--- src/rtl/famicom_pkg.sv ---
// Shared types, button bit positions and wire-byte helper for the famicom input scheduler.
package famicom_pkg;

    typedef enum logic [1:0] {
        S_IDLE,
        S_HOLD,
        S_GAP
    } key_state_t;

    localparam int BTN_R       = 0;
    localparam int BTN_L       = 1;
    localparam int BTN_D       = 2;
    localparam int BTN_U       = 3;
    localparam int BTN_A       = 4;
    localparam int BTN_B       = 5;
    localparam int BTN_SEL     = 6;
    localparam int BTN_START   = 7;
    localparam int BTN_TURBO_A = 8;
    localparam int BTN_TURBO_B = 9;

    localparam logic [7:0] IDLE_BYTE = 8'hFF;

    // Controller shifts A first; buttons are active-low on the wire.
    function automatic logic [7:0] pad_to_wire(input logic [7:0] btn);
        return ~{btn[BTN_A], btn[BTN_B], btn[BTN_SEL], btn[BTN_START],
                 btn[BTN_U], btn[BTN_D], btn[BTN_L], btn[BTN_R]};
    endfunction

endpackage

--- src/rtl/famicom_key_fifo.sv ---
// Small synchronous FIFO holding pending keyboard ASCII codes; pointers wrap mod DEPTH.
module famicom_key_fifo #(
    parameter int DEPTH = 8
) (
    input  logic       clk_sys,
    input  logic       reset_n,
    input  logic       push,
    input  logic       pop,
    input  logic [7:0] din,
    output logic [7:0] dout,
    output logic       full,
    output logic       empty
);

    localparam int AW = $clog2(DEPTH);

    logic [7:0]    mem [DEPTH];
    logic [AW-1:0] wr_ptr;
    logic [AW-1:0] rd_ptr;
    logic [AW:0]   count;
    logic          do_push;
    logic          do_pop;

    assign do_push = push && !full;
    assign do_pop  = pop && !empty;

    always_ff @(posedge clk_sys or negedge reset_n) begin
        if (!reset_n) begin
            wr_ptr <= '0;
            rd_ptr <= '0;
            count  <= '0;
        end else begin
            if (do_push) wr_ptr <= wr_ptr + 1'b1;
            if (do_pop)  rd_ptr <= rd_ptr + 1'b1;
            case ({do_push, do_pop})
                2'b10:   count <= count + 1'b1;
                2'b01:   count <= count - 1'b1;
                default: count <= count;
            endcase
        end
    end

    always_ff @(posedge clk_sys) begin
        if (do_push) mem[wr_ptr] <= din;
    end

    assign dout  = mem[rd_ptr];
    assign full  = (count == (AW+1)'(DEPTH));
    assign empty = (count == '0);

endmodule

--- src/rtl/famicom_input_scheduler.sv ---
// Gigatron famicom serial input: joystick/keyboard arbitration, key hold/gap scheduling, shift out.
// Optional build macro AUTOFIRE_EN adds turbo A/B driven by a frame-count phase.
//   state  | meaning
//   S_IDLE | no key presented; pops the next key on a frame event
//   S_HOLD | key_reg presented for HOLD_FRAMES frames
//   S_GAP  | idle byte presented for GAP_FRAMES frames so repeats separate
module famicom_input_scheduler
    import famicom_pkg::*;
#(
    parameter int KEYQ_DEPTH   = 8,
    parameter int HOLD_FRAMES  = 3,
    parameter int GAP_FRAMES   = 2,
    parameter int AUTOFIRE_DIV = 4
) (
    input  logic        clk_sys,
    input  logic        reset_n,
    input  logic [31:0] joystick,
    input  logic [7:0]  kbd_ascii,
    input  logic        kbd_valid,
    output logic        kbd_ready,
    input  logic        famicom_latch,
    input  logic        famicom_pulse,
    output logic        famicom_data,
    output logic        key_busy,
    output logic        kbd_overflow
);

    localparam int CNT_MAX = (HOLD_FRAMES > GAP_FRAMES) ? HOLD_FRAMES : GAP_FRAMES;
    localparam int CNT_W   = (CNT_MAX > 1) ? $clog2(CNT_MAX) : 1;

    logic [1:0]       latch_sync;
    logic [1:0]       pulse_sync;
    logic             latch_d;
    logic             pulse_d;
    logic             latch_s;
    logic             frame_evt;
    logic             pulse_rise;

    key_state_t       state;
    logic [CNT_W-1:0] cnt;
    logic [7:0]       key_reg;
    logic [7:0]       sreg;

    logic [7:0]       pad_btn;
    logic             pad_active;
    logic [7:0]       key_byte;
    logic [7:0]       wire_byte;

    logic             fifo_push;
    logic             fifo_pop;
    logic [7:0]       fifo_dout;
    logic             fifo_full;
    logic             fifo_empty;

    always_ff @(posedge clk_sys or negedge reset_n) begin
        if (!reset_n) begin
            latch_sync <= '0;
            pulse_sync <= '0;
            latch_d    <= 1'b0;
            pulse_d    <= 1'b0;
        end else begin
            latch_sync <= {latch_sync[0], famicom_latch};
            pulse_sync <= {pulse_sync[0], famicom_pulse};
            latch_d    <= latch_sync[1];
            pulse_d    <= pulse_sync[1];
        end
    end

    assign latch_s    = latch_sync[1];
    assign frame_evt  = latch_s && !latch_d;
    assign pulse_rise = pulse_sync[1] && !pulse_d;

`ifdef AUTOFIRE_EN
    localparam int AF_W = (AUTOFIRE_DIV > 1) ? $clog2(AUTOFIRE_DIV) : 1;

    logic [AF_W-1:0] af_cnt;
    logic            af_phase;
    logic            unused_joy;

    always_ff @(posedge clk_sys or negedge reset_n) begin
        if (!reset_n) begin
            af_cnt   <= '0;
            af_phase <= 1'b0;
        end else if (frame_evt) begin
            if (af_cnt == AF_W'(AUTOFIRE_DIV - 1)) begin
                af_cnt   <= '0;
                af_phase <= ~af_phase;
            end else begin
                af_cnt <= af_cnt + 1'b1;
            end
        end
    end

    always_comb begin
        pad_btn        = joystick[7:0];
        pad_btn[BTN_A] = joystick[BTN_A] | (joystick[BTN_TURBO_A] & af_phase);
        pad_btn[BTN_B] = joystick[BTN_B] | (joystick[BTN_TURBO_B] & af_phase);
    end

    assign pad_active = |joystick[9:0];
    assign unused_joy = ^joystick[31:10];
`else
    logic unused_joy;

    assign pad_btn    = joystick[7:0];
    assign pad_active = |joystick[7:0];
    assign unused_joy = ^{joystick[31:8], AUTOFIRE_DIV[0]};
`endif

    // 8'hFF is the idle byte on the wire, so it can never be queued as a key.
    assign fifo_push = kbd_valid && (kbd_ascii != IDLE_BYTE);
    assign fifo_pop  = frame_evt && !pad_active && (state == S_IDLE) && !fifo_empty;

    famicom_key_fifo #(
        .DEPTH (KEYQ_DEPTH)
    ) u_key_fifo (
        .clk_sys (clk_sys),
        .reset_n (reset_n),
        .push    (fifo_push),
        .pop     (fifo_pop),
        .din     (kbd_ascii),
        .dout    (fifo_dout),
        .full    (fifo_full),
        .empty   (fifo_empty)
    );

    always_ff @(posedge clk_sys or negedge reset_n) begin
        if (!reset_n) begin
            kbd_overflow <= 1'b0;
        end else if (kbd_valid && fifo_full) begin
            kbd_overflow <= 1'b1;
        end
    end

    // Pad activity freezes the scheduler so a held key is not lost under joystick use.
    always_ff @(posedge clk_sys or negedge reset_n) begin
        if (!reset_n) begin
            state   <= S_IDLE;
            cnt     <= '0;
            key_reg <= IDLE_BYTE;
        end else if (frame_evt && !pad_active) begin
            case (state)
                S_IDLE: begin
                    if (!fifo_empty) begin
                        key_reg <= fifo_dout;
                        cnt     <= '0;
                        state   <= S_HOLD;
                    end
                end
                S_HOLD: begin
                    if (cnt == CNT_W'(HOLD_FRAMES - 1)) begin
                        cnt   <= '0;
                        state <= S_GAP;
                    end else begin
                        cnt <= cnt + 1'b1;
                    end
                end
                S_GAP: begin
                    if (cnt == CNT_W'(GAP_FRAMES - 1)) begin
                        cnt   <= '0;
                        state <= S_IDLE;
                    end else begin
                        cnt <= cnt + 1'b1;
                    end
                end
                default: begin
                    cnt   <= '0;
                    state <= S_IDLE;
                end
            endcase
        end
    end

    assign key_byte  = (state == S_HOLD) ? key_reg : IDLE_BYTE;
    assign wire_byte = pad_active ? pad_to_wire(pad_btn) : key_byte;

    // Loading continues through the whole latch pulse so the post-transition byte is what ships.
    always_ff @(posedge clk_sys or negedge reset_n) begin
        if (!reset_n) begin
            sreg <= IDLE_BYTE;
        end else if (latch_s) begin
            sreg <= wire_byte;
        end else if (pulse_rise) begin
            sreg <= {sreg[6:0], 1'b1};
        end
    end

    assign famicom_data = sreg[7];
    assign kbd_ready    = !fifo_full;
    assign key_busy     = (state != S_IDLE) || !fifo_empty;

endmodule
--- config.mk ---
export PLATFORM = sky130hd
export DESIGN_NAME = famicom_input_scheduler
export DESIGN_NICKNAME = d
export VERILOG_FILES = /design/src/rtl/famicom_pkg.sv /design/src/rtl/famicom_key_fifo.sv /design/src/rtl/famicom_input_scheduler.sv
export SDC_FILE = /design/constraint.sdc
export NUM_CORES = 1
export LEC_CHECK = 0
export ABC_AREA = 1
export BUFFER_PORTS_ARGS = -buffer_cell sky130_fd_sc_hd__buf_4
export CAP_MARGIN = 20
export CORE_MARGIN = 1
export CORE_UTILIZATION = 59
export CTS_CLUSTER_SIZE = 10
export DETAILED_ROUTE_END_ITERATION = 10
export PLACE_DENSITY = 0.8
export SYNTH_ARGS = -nofsm -noshare
export SYNTH_HDL_FRONTEND = slang
export SYNTH_HIERARCHICAL = 1
export SYNTH_SLANG_ARGS = --single-unit
--- constraint.sdc ---
create_clock -name clk_sys -period 3.3 [get_ports clk_sys]
set_input_delay 0.33 -clock clk_sys [delete_from_list [all_inputs] [get_ports clk_sys]]
set_output_delay 0.33 -clock clk_sys [all_outputs]
set_load 0.005 [all_outputs]
-- After elaboration in Yosys (flattened, before gate mapping)
Memories as Yosys holds them, arrays and structs flattened. A register that Yosys moved wholly into a read port is not among the register bits.
Index checks and enable logic that the tools add are counted.
Widths: inputs -> output; s select.
- add/subtract/negate cells: 5
- multipliers: 0
- div/mod/pow operators: 0
- $lt $le $gt $ge: 0
- equal/unequal tests: 11
- shifts and indexed selects: 0
- muxes and demuxes: 15
- bitwise gates (word level): 2
- reductions and logical operators: 25
- operators by type and width (cell ; number):
    $mux 8 ; 4
    $mux 2 ; 6
    $pmux 2 s3 ; 2
    $logic_and 1x1->1 ; 9
    $ne 8x8->1 const B ; 1
    $not 8->8 ; 1
    $pmux 4 s2 ; 1
    $reduce_or 8->1 ; 1
    $add 3x1->3 const B ; 2
    $eq 2x1->1 const B ; 3
    $eq 2x2->1 const B ; 3
    $logic_not 1->1 ; 6
    $ne 2x2->1 const B ; 3
    $reduce_bool 2->1 ; 3
    $add 4x1->4 const B ; 1
    $eq 4x4->1 const B ; 1
    $logic_not 4->1 ; 1
    $reduce_and 4->1 ; 1
    $sub 4x1->4 const B ; 1
    $reduce_and 3->1 ; 1
    $add 2x1->2 const B ; 1
    $logic_not 2->1 ; 1
    $mux 1 ; 2
    $reduce_and 2->1 ; 1
    other kinds (2) ; 2
- bits in registers: 29
- latch bits: 0
- memory bits (writable): 64
- bits in read-only memories: 0
- bits of input ports: 45
- output and inout port bits: 4
- word-level logic and storage cells: 70
- memories: 1
- memory list (memory ; words ; width ; rd ports ; clocked after Yosys merged registers in ; write ports ; line ; text):
    u_key_fifo.mem ; 8 ; 8 ; 1 ; 1 ; 1 ; famicom_key_fifo.sv:17 ; logic [7:0] mem [DEPTH];

-- Logic depth before layout (Yosys ltp)
Gate-level depths: netlist of the first run.
- depth after elaboration: 8
- depth in mapped cells: 16
- depth with buffers taken out: 16

-- Hierarchy
Netlist of the first run, hierarchy kept.
- modules (own cells, without submodules) (module ; instances ; cells an instance ; area an instance (um2) ; sequential area each (um2)):
    famicom_key_fifo ; 1 ; 357 ; 3399.5 ; 2172.1
    famicom_input_scheduler ; 1 ; 172 ; 1386.3 ; 695.7

-- Least setup slack after synthesis of the first run
Ideal clock, no wire load.
- kind: register to register
- start point: register state[0]
- end point: register u_key_fifo.count[3]
- setup time: 0.117 ns
- arrival time: 2.292 ns
- required time: 3.183 ns
- path slack: 0.891 ns
- stages on the path, launching flop included: 16
- buffers on the path: 0
- period minus slack after synthesis: 2.409 ns
- path through: dfrtp_1 inv_1 ha_1 inv_1 nor2_2 nand4_4 inv_1 nand2_1 inv_1 ha_1 ha_1 or2_2 nand2_1 nand2_1 nand3_1 nand2_1
- longest elaborated chain between the ends: 6
- elaborated cells between the ends (all ways): 8
- classes of those cells: 2 x eq/ne; 1 x mux; 5 x reduce/logical
- RTL lines (what ; line ; text):
    start, declared ; famicom_input_scheduler.sv:39 ; key_state_t state;
    start signal, assigned ; famicom_input_scheduler.sv:138 ; state <= S_IDLE;
    start signal, assigned ; famicom_input_scheduler.sv:147 ; state <= S_HOLD;
    start signal, assigned ; famicom_input_scheduler.sv:153 ; state <= S_GAP;
    $logic_not 2->1 (*) ; famicom_input_scheduler.sv:112 ; assign fifo_pop = frame_evt && !pad_active && (state == S_IDLE) && !fifo_empty;
    $logic_and 1x1->1 (*) (2 in a row) ; famicom_input_scheduler.sv:112 ;
    net fifo_pop ; famicom_input_scheduler.sv:50 ; logic fifo_pop;
    $logic_and 1x1->1 (*) ; famicom_key_fifo.sv:25 ; assign do_pop = pop && !empty;
    net u_key_fifo.do_pop ; famicom_key_fifo.sv:22 ; logic do_pop;
    $eq 2x1->1 / $eq 2x2->1 (equally long branches) ; famicom_key_fifo.sv:35 ; case ({do_push, do_pop})
    $pmux 4 s2 / $reduce_bool 2->1 (equally long branches) ; - ;
    end signal, assigned ; famicom_key_fifo.sv:36 ; 2'b10: count <= count + 1'b1;
    end signal, assigned ; famicom_key_fifo.sv:37 ; 2'b01: count <= count - 1'b1;
    end signal, assigned ; famicom_key_fifo.sv:38 ; default: count <= count;
    end, declared ; famicom_key_fifo.sv:20 ; logic [AW:0] count;
The timed path passes the listed nets; every way through them passes the cells marked *.
A chain may end at the register's enable or synchronous reset.

-- Worst setup path after layout of the first run
- start point: register u_key_fifo.count[0]
- end point: register u_key_fifo.count[3]
- longest elaborated chain between the ends: 6
- elaborated cells between the ends (all ways): 13
- classes of those cells: 2 x add/sub; 3 x eq/ne; 1 x mux; 7 x reduce/logical
- RTL lines (what ; line ; text):
    $logic_not 4->1 (*) ; famicom_key_fifo.sv:49 ; assign empty = (count == '0);
    net fifo_empty ; famicom_input_scheduler.sv:53 ; logic fifo_empty;
    $logic_not 1->1 (*) ; famicom_input_scheduler.sv:112 ;
    $logic_and 1x1->1 (*) ; famicom_input_scheduler.sv:112 ;
    net fifo_pop ; famicom_input_scheduler.sv:50 ;
    $logic_and 1x1->1 (*) ; famicom_key_fifo.sv:25 ;
    net u_key_fifo.do_pop ; famicom_key_fifo.sv:22 ;
    $eq 2x1->1 / $eq 2x2->1 (equally long branches) ; famicom_key_fifo.sv:35 ;
    $pmux 4 s2 / $reduce_bool 2->1 (equally long branches) ; - ;
Marked as above.

==> out/qor.yml, run 1 <==
drive_above_1_share: 0.136
regArea_sq_mm: 0.00287
intPower_mw: 2.10
num_antenna_cells: 0
hpwl_microns: 6090
power_frac_comb: 0.200
die_x_microns: 92.1
numCtsBuffers: 9
rsz0062_at_grt: "false"
synth_area_sq_mm: 0.00479
avgViaCountPerCell: 5.14
ys_types: 30
fin_crit_sh: 0.771
syn_to_final_growth_pct: 10.6
dieHeight_microns: 92.1
first_pass_iters: 4
power.density_mw_per_mm2: 561
grt_pass1_vias: 3226
routed_wl_microns: 9190
fillers: 616
p_clk_frac: 0.250
clkTransAtPathRegs_ns: 0.09
p_switching_mw: 0.870
insertion_delay_ns: 0.36
power_leakage_nw: 2.40
synth_area_per_cell_sq_um: 9.05
largest_reg_flops: 64
cts-root-buf: "clkbuf_8"
initial_core_util: 0.616
ys_seq_area_frac: 0.599
fmax_mhz: 393
wire_per_inst_microns: 13.7
placed_cells: 652
vias: 3444
hold_class: "input port to flop"
clk_path_buf_depth: 2
antenna_found_initial: 0
fin_cells: 670
gp_congestion: 0.755
drc: 0
yosysWarnings: 6
grt.total_usage: 0.237
cts_tree: "yes"
final_common_cell: "nand2_1"
maxSlewHeadroom: 0.528
cts_resized: 0
ys_seq_elements: 101
setup_viol: 0
hold_viol: 0
start_kind: "flop"
cp-end-kind: "flop"
netlist_instances: 529
port_buffers: 24
path_class: "flop to flop"
final_nets: 618
ios: 49
crit_path_max_fanout: 9
grt-ovfl-total: 0
yosysTopAreaCellShare: 0.402
switching_share: 0.293
post_cts_buffers: 0
finClkSkew_ns: 0.0130
drt_iter0_drc: 278
critPathArrivalTime_ns: 2.79
core_area_sq_mm: 0.00777
outcome: "complete, no violations"
maxSlewViolCount: 0
num_rows: 32
synth_top_area_cell: "edfxtp_1"
vdd_ir_drop_max_mv: 0.424
finalCriticalPeriod_ns: 2.54
fin_tns_setup_ns: 0
die_area_sq_mm: 0.00848
grt_max_degree: 67
required_ns: 3.55
tightest_slew_ns: 0.703
mostFrequentLayoutCells: "181 x nand2_1, 85 x nor2_1, 64 x edfxtp_1, 63 x inv_1, 36 x buf_4"
htreeDepth: 3
maxCapViolCount: 0
cts_sinks: 101
final_util: 0.682
seqPwrFrac: 0.550
multi_input_area_sq_mm: 0.00157
ant_nets: 0
synth_nets: 584
synthTopCellsByArea: "edfxtp_1 40%, nand2_1 14%, dfrtp_1 11%, dfstp_2 8.8%, nor2_1 6.7%"
grt_pass1_wl_microns: 15300
[cell usage after synthesis (all sizes together)]
library cell    n
nand2         182
nor2           88
edfxtp         64
inv            63
nand3          27
dfrtp          21
dfstp          16
buf            13
nor3           10
a21oi           9
ha              9
nand4           6
o21ai           6
xnor2           4
clkbuf          2
or2             2
xor2            2
a21o            1
and3            1
fa              1
o21a            1
o21bai          1
[worst max-delay path: stages, from the launching register on]
cell,delay [ns]
dfrtp_1,0.42
nor2_1,0.19
nand3_1,0.15
inv_1,0.11
nor2_2,0.06
nand4_4,0.15
inv_1,0.06
nand2_1,0.16
inv_1,0.08
ha_1,0.24
ha_1,0.31
or2_2,0.29
nand2_1,0.07
nand2_1,0.05
nand3_1,0.06
nand2_1,0.05
[per-stage QoR]
| stage | power, mW | area (sq um) | hold WS [ns] | setup slack, ns |
|---|---|---|---|---|
| floorplan | 2.03 | 4790 | 0.0344 | 0.891 |
| global placement | 2.21 | 5080 | 0.324 | 0.783 |
| detailed placement | 2.25 | 5080 | 0.332 | 0.734 |
| CTS | 2.98 | 5280 | 0.0577 | 0.743 |
| global route | 3.14 | 5300 | 0.0546 | 0.485 |
| finish | 2.97 | 5300 | 0.0746 | 0.755 |
[worst paths after layout]
check | from | end | slack (ns) | cells past startpoint
worst max-delay path | u_key_fifo/count[0] | u_key_fifo/count[3] | 0.76 | 15
worst min-delay path | famicom_pulse | pulse_sync[0] | 0.07 | 1
worst max register to register | u_key_fifo/count[0] | u_key_fifo/count[3] | 0.76 | 15
worst min register to register | latch_sync[0] | latch_sync[1] | 0.35 | 0
max in group asynchronous | reset_n | u_key_fifo/rd_ptr[0] | 2.47 | 2
min in group asynchronous | reset_n | latch_d | 0.48 | 2
[cell type report]
| class | instances | share of cell area |
|---|---|---|
| flip-flops and latches | 101 | 0.542 |
| inverters | 63 | 0.0447 |
| repair buffers | 38 | 0.0567 |
| clock buffers | 12 | 0.0314 |
| clock inverters | 4 | 0.00425 |
| multi-input cells | 350 | 0.297 |
| well taps | 102 | 0.0241 |
[metal layers]
| layer | up-vias | share of wire | wire length [microns] | global-route usage |
|---|---|---|---|---|
| met1 | 1606 | 0.43 | 3930 | 0.327 |
| met3 | 13 | 0.063 | 582 | 0.0299 |
| met4 | 0 | 0.017 | 153 | 0.104 |
| met2 | 96 | 0.49 | 4520 | 0.379 |
| li1 | 1729 | - | - | - |
| met5 | - | 0 | 0 | 0 |
[power groups by stage]
stage          Clock (mW)  Combinational (mW)  Sequential, mW
4_1_cts             0.757               0.581            1.65
2_1_floorplan           0               0.391            1.64
3_5_place_dp            0               0.576            1.67
5_1_grt             0.804               0.678            1.65
3_3_place_gp            0               0.545            1.66
6_report            0.743               0.594            1.63
[logic make-up after synthesis]
| logic type | after synthesis | synth area share |
|---|---|---|
| adder cells (fa/ha/maj) | 10 | 0.0277 |
| buffers and inverters | 78 | 0.0722 |
| AO/OA/AOI/OAI | 18 | 0.0204 |
| XOR/XNOR | 6 | 0.0110 |
| flip-flops | 101 | 0.599 |
| AND/OR/NAND/NOR | 316 | 0.270 |
[repair_timing]
item                       in CTS  in global routing
hold buffers                    1                  0
hold endpoints to repair       21                  0
setup endpoints to repair       0                  0
(Power assumes the default switching activity.)
==> inputs of run 2 (changes only) <==
clock period = 2.6 ns   (was 3.3 ns; I/O delays follow)
==> run 2 against run 1 <==
Compared with the run above: clock power up 15%; maximum frequency up 5.4%; register-to-register slack worse by 0.57 ns; hold slack worse by 0.057 ns; design area down 0.12%; critical path type unchanged; largest cell class unchanged; largest power group unchanged.
==> out/qor.yml, run 2 (synthesis gave the netlist of run 1 again) <==
crit_path_max_fanout: 9  # unchanged
fin_crit_sh: 0.929  # +0.157
start_kind: "flop"
critPathArrivalTime_ns: 2.65  # -0.14 ns
path_class: "flop to flop"
antenna_found_initial: 0  # unchanged
numCtsBuffers: 9  # unchanged
clkTransAtPathRegs_ns: 0.08  # about the same
num_antenna_cells: 0  # unchanged
r2r_start: "state[0]"
first_pass_iters: 5  # +1
die_area_sq_mm: 0.00848  # unchanged
htreeDepth: 3  # unchanged
dp_slack_ns: -0.0182  # -0.752 ns
port_buffers: 24  # unchanged
tightest_slew_ns: 0.598  # -0.105 ns
cts-root-buf: "clkbuf_8"
grt_pass1_wl_microns: 15100  # -1.2%
grt.total_usage: 0.233  # -0.00371
clk_path_buf_depth: 2  # unchanged
slowest_delay_ns: 0.41  # about the same
num_rows: 32  # unchanged
finalCriticalPeriod_ns: 2.41  # -0.130 ns
vdd_ir_drop_max_mv: 0.475  # +12%
cts_sinks: 101  # unchanged
finClkSkew_ns: 0.0134  # +0.000383 ns
cp_slowest_cell: "dfrtp_1"
dieHeight_microns: 92.1  # unchanged
r2r_end: "u_key_fifo/count[3]"
ios: 49  # unchanged
initial_core_util: 0.616  # unchanged
rrSetupSlack_ns: 0.19  # -0.57 ns
core_area_sq_mm: 0.00777  # unchanged
grt-ovfl-total: 0  # unchanged
setup_ws_ns: 0.185  # -0.570 ns
largest_reg_flops: 64  # unchanged
insertion_delay_ns: 0.35  # about the same
final_common_cell: "nand2_1"
outcome: "complete, no violations"
vias: 3431  # -0.38%
die_x_microns: 92.1  # unchanged
drt_iter0_drc: 246  # -12%
r2r_cells: 15  # unchanged
wire_per_inst_microns: 13.4  # -2.4%
power_leakage_nw: 2.39  # -0.45%
fin_cells: 672  # +0.30%
required_ns: 2.84  # -0.71 ns
syn_to_final_growth_pct: 10.5
fin_tns_setup_ns: 0  # unchanged
hold_viol: 0  # unchanged
grt_max_degree: 38  # -43%
gp_congestion: 0.773  # +2.3%
routed_wl_microns: 9000  # -2.1%
hold_class: "input port to flop"
fillers: 628  # +1.9%
final_nets: 621  # +0.49%
hpwl_microns: 6100  # +0.12%
setup_viol: 0  # unchanged
holdPathStages: 1  # unchanged
mostFrequentLayoutCells: "181 x nand2_1, 85 x nor2_1, 64 x edfxtp_1, 62 x inv_1, 40 x buf_4"
hold_end: "pulse_sync[0]"
maxCapViolCount: 0  # unchanged
hold_start: "famicom_pulse"
path_cells: "inv_1, ha_1, inv_1, nor2_4, nand4_4, inv_1, nand2_1, inv_1, ha_2, ha_1, or2_2, nand2_1, nand2_1, nand3_1, nand2_1"
grt_pass1_vias: 3403  # +5.5%
maxSlewHeadroom: 0.601  # +0.0739
drive_above_1_share: 0.140  # +0.00479
cts_tree: "yes"
cp-end-kind: "flop"
avgViaCountPerCell: 5.11  # -0.67%
maxSlewViolCount: 0  # unchanged
fmax_mhz: 414  # +5.4%
power.density_mw_per_mm2: 699  # +25%
ant_nets: 0  # unchanged
placed_cells: 655  # +0.46%
drc: 0  # unchanged
cp-startpoint: "state[0]"
## run 2: changes by cell type in the layout (fill, tap and decap cells not counted), moves of 2 or more
cell      delta
buf_4        +4
clkinv_1     +2
clkinv_2     -2
clkinv_4     +2
## run 2: timing repair
item                       CTS  global route
pin swaps                    0             1
buffers inserted             0             1
hold buffers                 1             0
setup endpoints to repair    2             3
resized for setup            1             1
cloned                       0             0
hold endpoints to repair    21             0
## run 2: through the flow
step / total power [mW] / cell area [sq um] / utilization / hold WS (ns)
after CTS: 3.71 / 5280 / 0.680 / 0.00452
after global routing: 3.91 / 5290 / 0.681 / 0.00409
after floorplan: 2.58 / 4790 / - / -0.0356
after global placement: 2.81 / 5100 / 0.656 / 0.255
after detailed placement: 2.86 / 5100 / 0.656 / 0.261
final: 3.70 / 5290 / 0.681 / 0.0177
## run 2: worst max-delay path by stage
stage / endpoint / slack, ns
after floorplan: u_key_fifo/count[3] / 0.19
after global placement: u_key_fifo/count[3] / 0.05
after detailed placement: u_key_fifo/count[3] / -0.02
after CTS: u_key_fifo/count[3] / 0.06
after global routing: u_key_fifo/count[3] / -0.0001
final: u_key_fifo/count[3] / 0.19
## run 2: area by class of cell
cell class / count / area, sq um / share of cell area
repair buffers: 41 / 310 / 0.0587
flip-flops and latches: 101 / 2870 / 0.542
inverters: 63 / 236 / 0.0447
multi-input cells: 350 / 1580 / 0.299
well taps: 102 / 128 / 0.0241
clock inverters: 6 / 41.3 / 0.00781
clock buffers: 9 / 124 / 0.0234
## run 2: critical path, delay by kind of cell, from the launching register on
kind	cells	cell delay, ns
and+or+nand+nor	8	0.89
DFF	1	0.41
buffers and inverters	4	0.39
adders and majority gates	3	0.63
## run 2: power breakdown
part,internal (mW),switching (mW),total [mW]
registers,1.96,0.116,2.08
logic,0.291,0.476,0.767
clock network,0.341,0.513,0.855
total,2.59,1.11,3.70
## run 2: per-layer routing
| layer | vias up | global-route usage | share of wire |
|---|---|---|---|
| li1 | 1735 | - | - |
| met1 | 1615 | 0.299 | 0.45 |
| met2 | 63 | 0.402 | 0.50 |
| met3 | 18 | 0.0249 | 0.030 |
| met4 | 0 | 0.102 | 0.023 |
| met5 | - | 0 | 0 |
==> inputs of run 3 (changes only) <==
GPL_TIMING_DRIVEN = 0   (was default)
clock period = 2.5 ns   (was 2.6 ns; I/O delays follow)
==> run 3 against run 2 <==
Compared with the run above: first-iteration DRC count fell by 4.5%; largest power group unchanged; critical endpoint unchanged; global-route usage is 1.7 points higher; worst setup slack improved by 0.0019 ns; maximum frequency up 4.4%; sequential share of layout area is 1.1 points lower; clock power grew 8.3%; design area rose by 2.1%; critical path type unchanged; critical path depth unchanged; sequential cell count unchanged; die area is the same; core utilization up 1.4 points.
==> out/qor.yml, run 3 (synthesis gave the netlist of run 1 again) <==
outcome: "complete, no violations"
maxCapViolCount: 0  # unchanged
htreeDepth: 3  # unchanged
initial_core_util: 0.616  # unchanged
drt_iter0_drc: 235  # -4.5%
whs_ns: 0.119  # +0.101 ns
num_antenna_cells: 0  # unchanged
multi_input_area_sq_mm: 0.00161  # +1.6%
largest_reg_flops: 64  # unchanged
antenna_found_initial: 0  # unchanged
routed_wl_microns: 9770  # +8.6%
vias: 3503  # +2.1%
grt_pass1_vias: 3466  # +1.9%
grt-ovfl-total: 0  # unchanged
drc: 0  # unchanged
numCtsBuffers: 9  # unchanged
power_leakage_nw: 2.44  # +2.1%
fin_crit_sh: 0.925  # -0.00362
first_pass_iters: 6  # +1
ant_nets: 0  # unchanged
maxSlewViolCount: 0  # unchanged
core_area_sq_mm: 0.00777  # unchanged
drive_above_1_share: 0.163  # +0.0229
start_kind: "flop"
wire_per_inst_microns: 14.3  # +6.7%
maxSlewHeadroom: 0.291  # -0.310
tightest_slew_ns: 1.06  # +0.458 ns
regArea_sq_mm: 0.00287  # about the same
cp-end-kind: "flop"
hold_viol: 0  # unchanged
avgViaCountPerCell: 5.12  # +0.31%
crit_path_max_fanout: 5  # -4
fin_area_sq_mm: 0.00540  # +2.1%
final_common_cell: "nand2_1"
path_class: "flop to flop"
final_nets: 632  # +1.8%
grt.total_usage: 0.251  # +0.0173
cts_tree: "yes"
cts-root-buf: "clkbuf_8"
critPathArrivalTime_ns: 2.55  # -0.10 ns
finalCriticalPeriod_ns: 2.31  # -0.102 ns
required_ns: 2.74  # -0.10 ns
rsz0062_at_grt: "false"
clk_path_buf_depth: 2  # unchanged
gp_congestion: 0.824  # +6.6%
syn_to_final_growth_pct: 12.8
hpwl_microns: 6910  # +13%
hold_class: "input port to flop"
grt_max_degree: 38  # unchanged
fmax_mhz: 432  # +4.4%
mostFrequentLayoutCells: "180 x nand2_1, 84 x nor2_1, 64 x edfxtp_1, 58 x inv_1, 31 x buf_4"
setup_viol: 0  # unchanged
die_x_microns: 92.1  # unchanged
ios: 49  # unchanged
die_area_sq_mm: 0.00848  # unchanged
port_buffers: 24  # unchanged
power.density_mw_per_mm2: 726  # +3.8%
vdd_ir_drop_max_mv: 0.585  # +23%
insertion_delay_ns: 0.35  # about the same
num_rows: 32  # unchanged
place_area_sq_mm: 0.00512  # +0.39%
dieHeight_microns: 92.1  # unchanged
finClkSkew_ns: 0.0128  # -0.000550 ns
fillers: 602  # -4.1%
grt_pass1_wl_microns: 16000  # +6.1%
cts_sinks: 101  # unchanged
clkTransAtPathRegs_ns: 0.09  # about the same
[run 3: changes by cell type in the layout (fill, tap and decap cells not counted), moves of 2 or more]
| cell | change |
|---|---|
| buf_2 | +10 |
| clkinv_1 | -2 |
| dlygate4sd3_1 | +2 |
| buf_6 | +5 |
| buf_4 | -9 |
| inv_1 | -4 |
| clkbuf_1 | +3 |
| inv_2 | +4 |
[run 3: worst paths after layout]
check / slack, ns / endpoint / from / cells past startpoint
worst max register to register: 0.19 / u_key_fifo/count[3] / state[0] / 15
worst max-delay path: 0.19 / u_key_fifo/count[3] / state[0] / 15
min in group asynchronous: 0.40 / u_key_fifo/rd_ptr[2] / reset_n / 2
max in group asynchronous: 1.75 / key_reg[6] / reset_n / 2
worst min register to register: 0.36 / pulse_sync[1] / pulse_sync[0] / 0
worst min-delay path: 0.12 / kbd_overflow / kbd_valid / 2
[run 3: timing repair]
action | in CTS | in global routing
endpoints found under the setup margin | 3 | 3
endpoints found under the hold margin | 23 | 0
buffers inserted | 1 | 2
pin swaps | 1 | 1
resized for setup | 5 | 6
cloned | 0 | 0
hold buffers | 3 | 0
[run 3: final cells by class]
class,count,area share
clock buffers,11,0.0262
repair buffers,37,0.0510
inverters,63,0.0438
clock inverters,5,0.00695
flip-flops and latches,101,0.531
well taps,102,0.0236
multi-input cells,350,0.297
plain buffers,15,0.0202
[run 3: routing by layer]
layer,global-route usage,up-vias,part of all wire
met5,0,-,0
met4,0.0951,0,0.015
met3,0.0539,20,0.063
li1,-,1755,-
met1,0.322,1614,0.42
met2,0.419,114,0.50
[run 3: power breakdown]
| group | switching, mW | internal [mW] |
|---|---|---|
| clock | 0.535 | 0.391 |
| combinational | 0.518 | 0.305 |
| sequential | 0.132 | 2.04 |
| total | 1.18 | 2.74 |
[run 3: metrics by stage]
step           power (mW)  std cells   util  setup slack [ns]  setup TNS, ns
2_1_floorplan        2.68        529      -            0.0908              0
3_3_place_gp         2.89        655  0.656            -0.185         -0.380
3_5_place_dp         2.95        659  0.659            -0.228         -0.523
4_1_cts              3.89        679  0.688            0.0348              0
5_1_grt              4.13        684  0.695           0.00805              0
6_report             3.92        684  0.695             0.187              0
[run 3: worst max-delay path: stages, from the launching register on]
cell and delay [ns]:
dfrtp_1 0.42, inv_2 0.09, ha_1 0.16, inv_1 0.07, nor2_4 0.14, nand4_4 0.11, inv_1 0.09, nand2_2 0.10
inv_2 0.11, ha_4 0.15, ha_1 0.25, or2_2 0.29, nand2_1 0.07, nand2_1 0.04, nand3_1 0.06, nand2_1 0.05
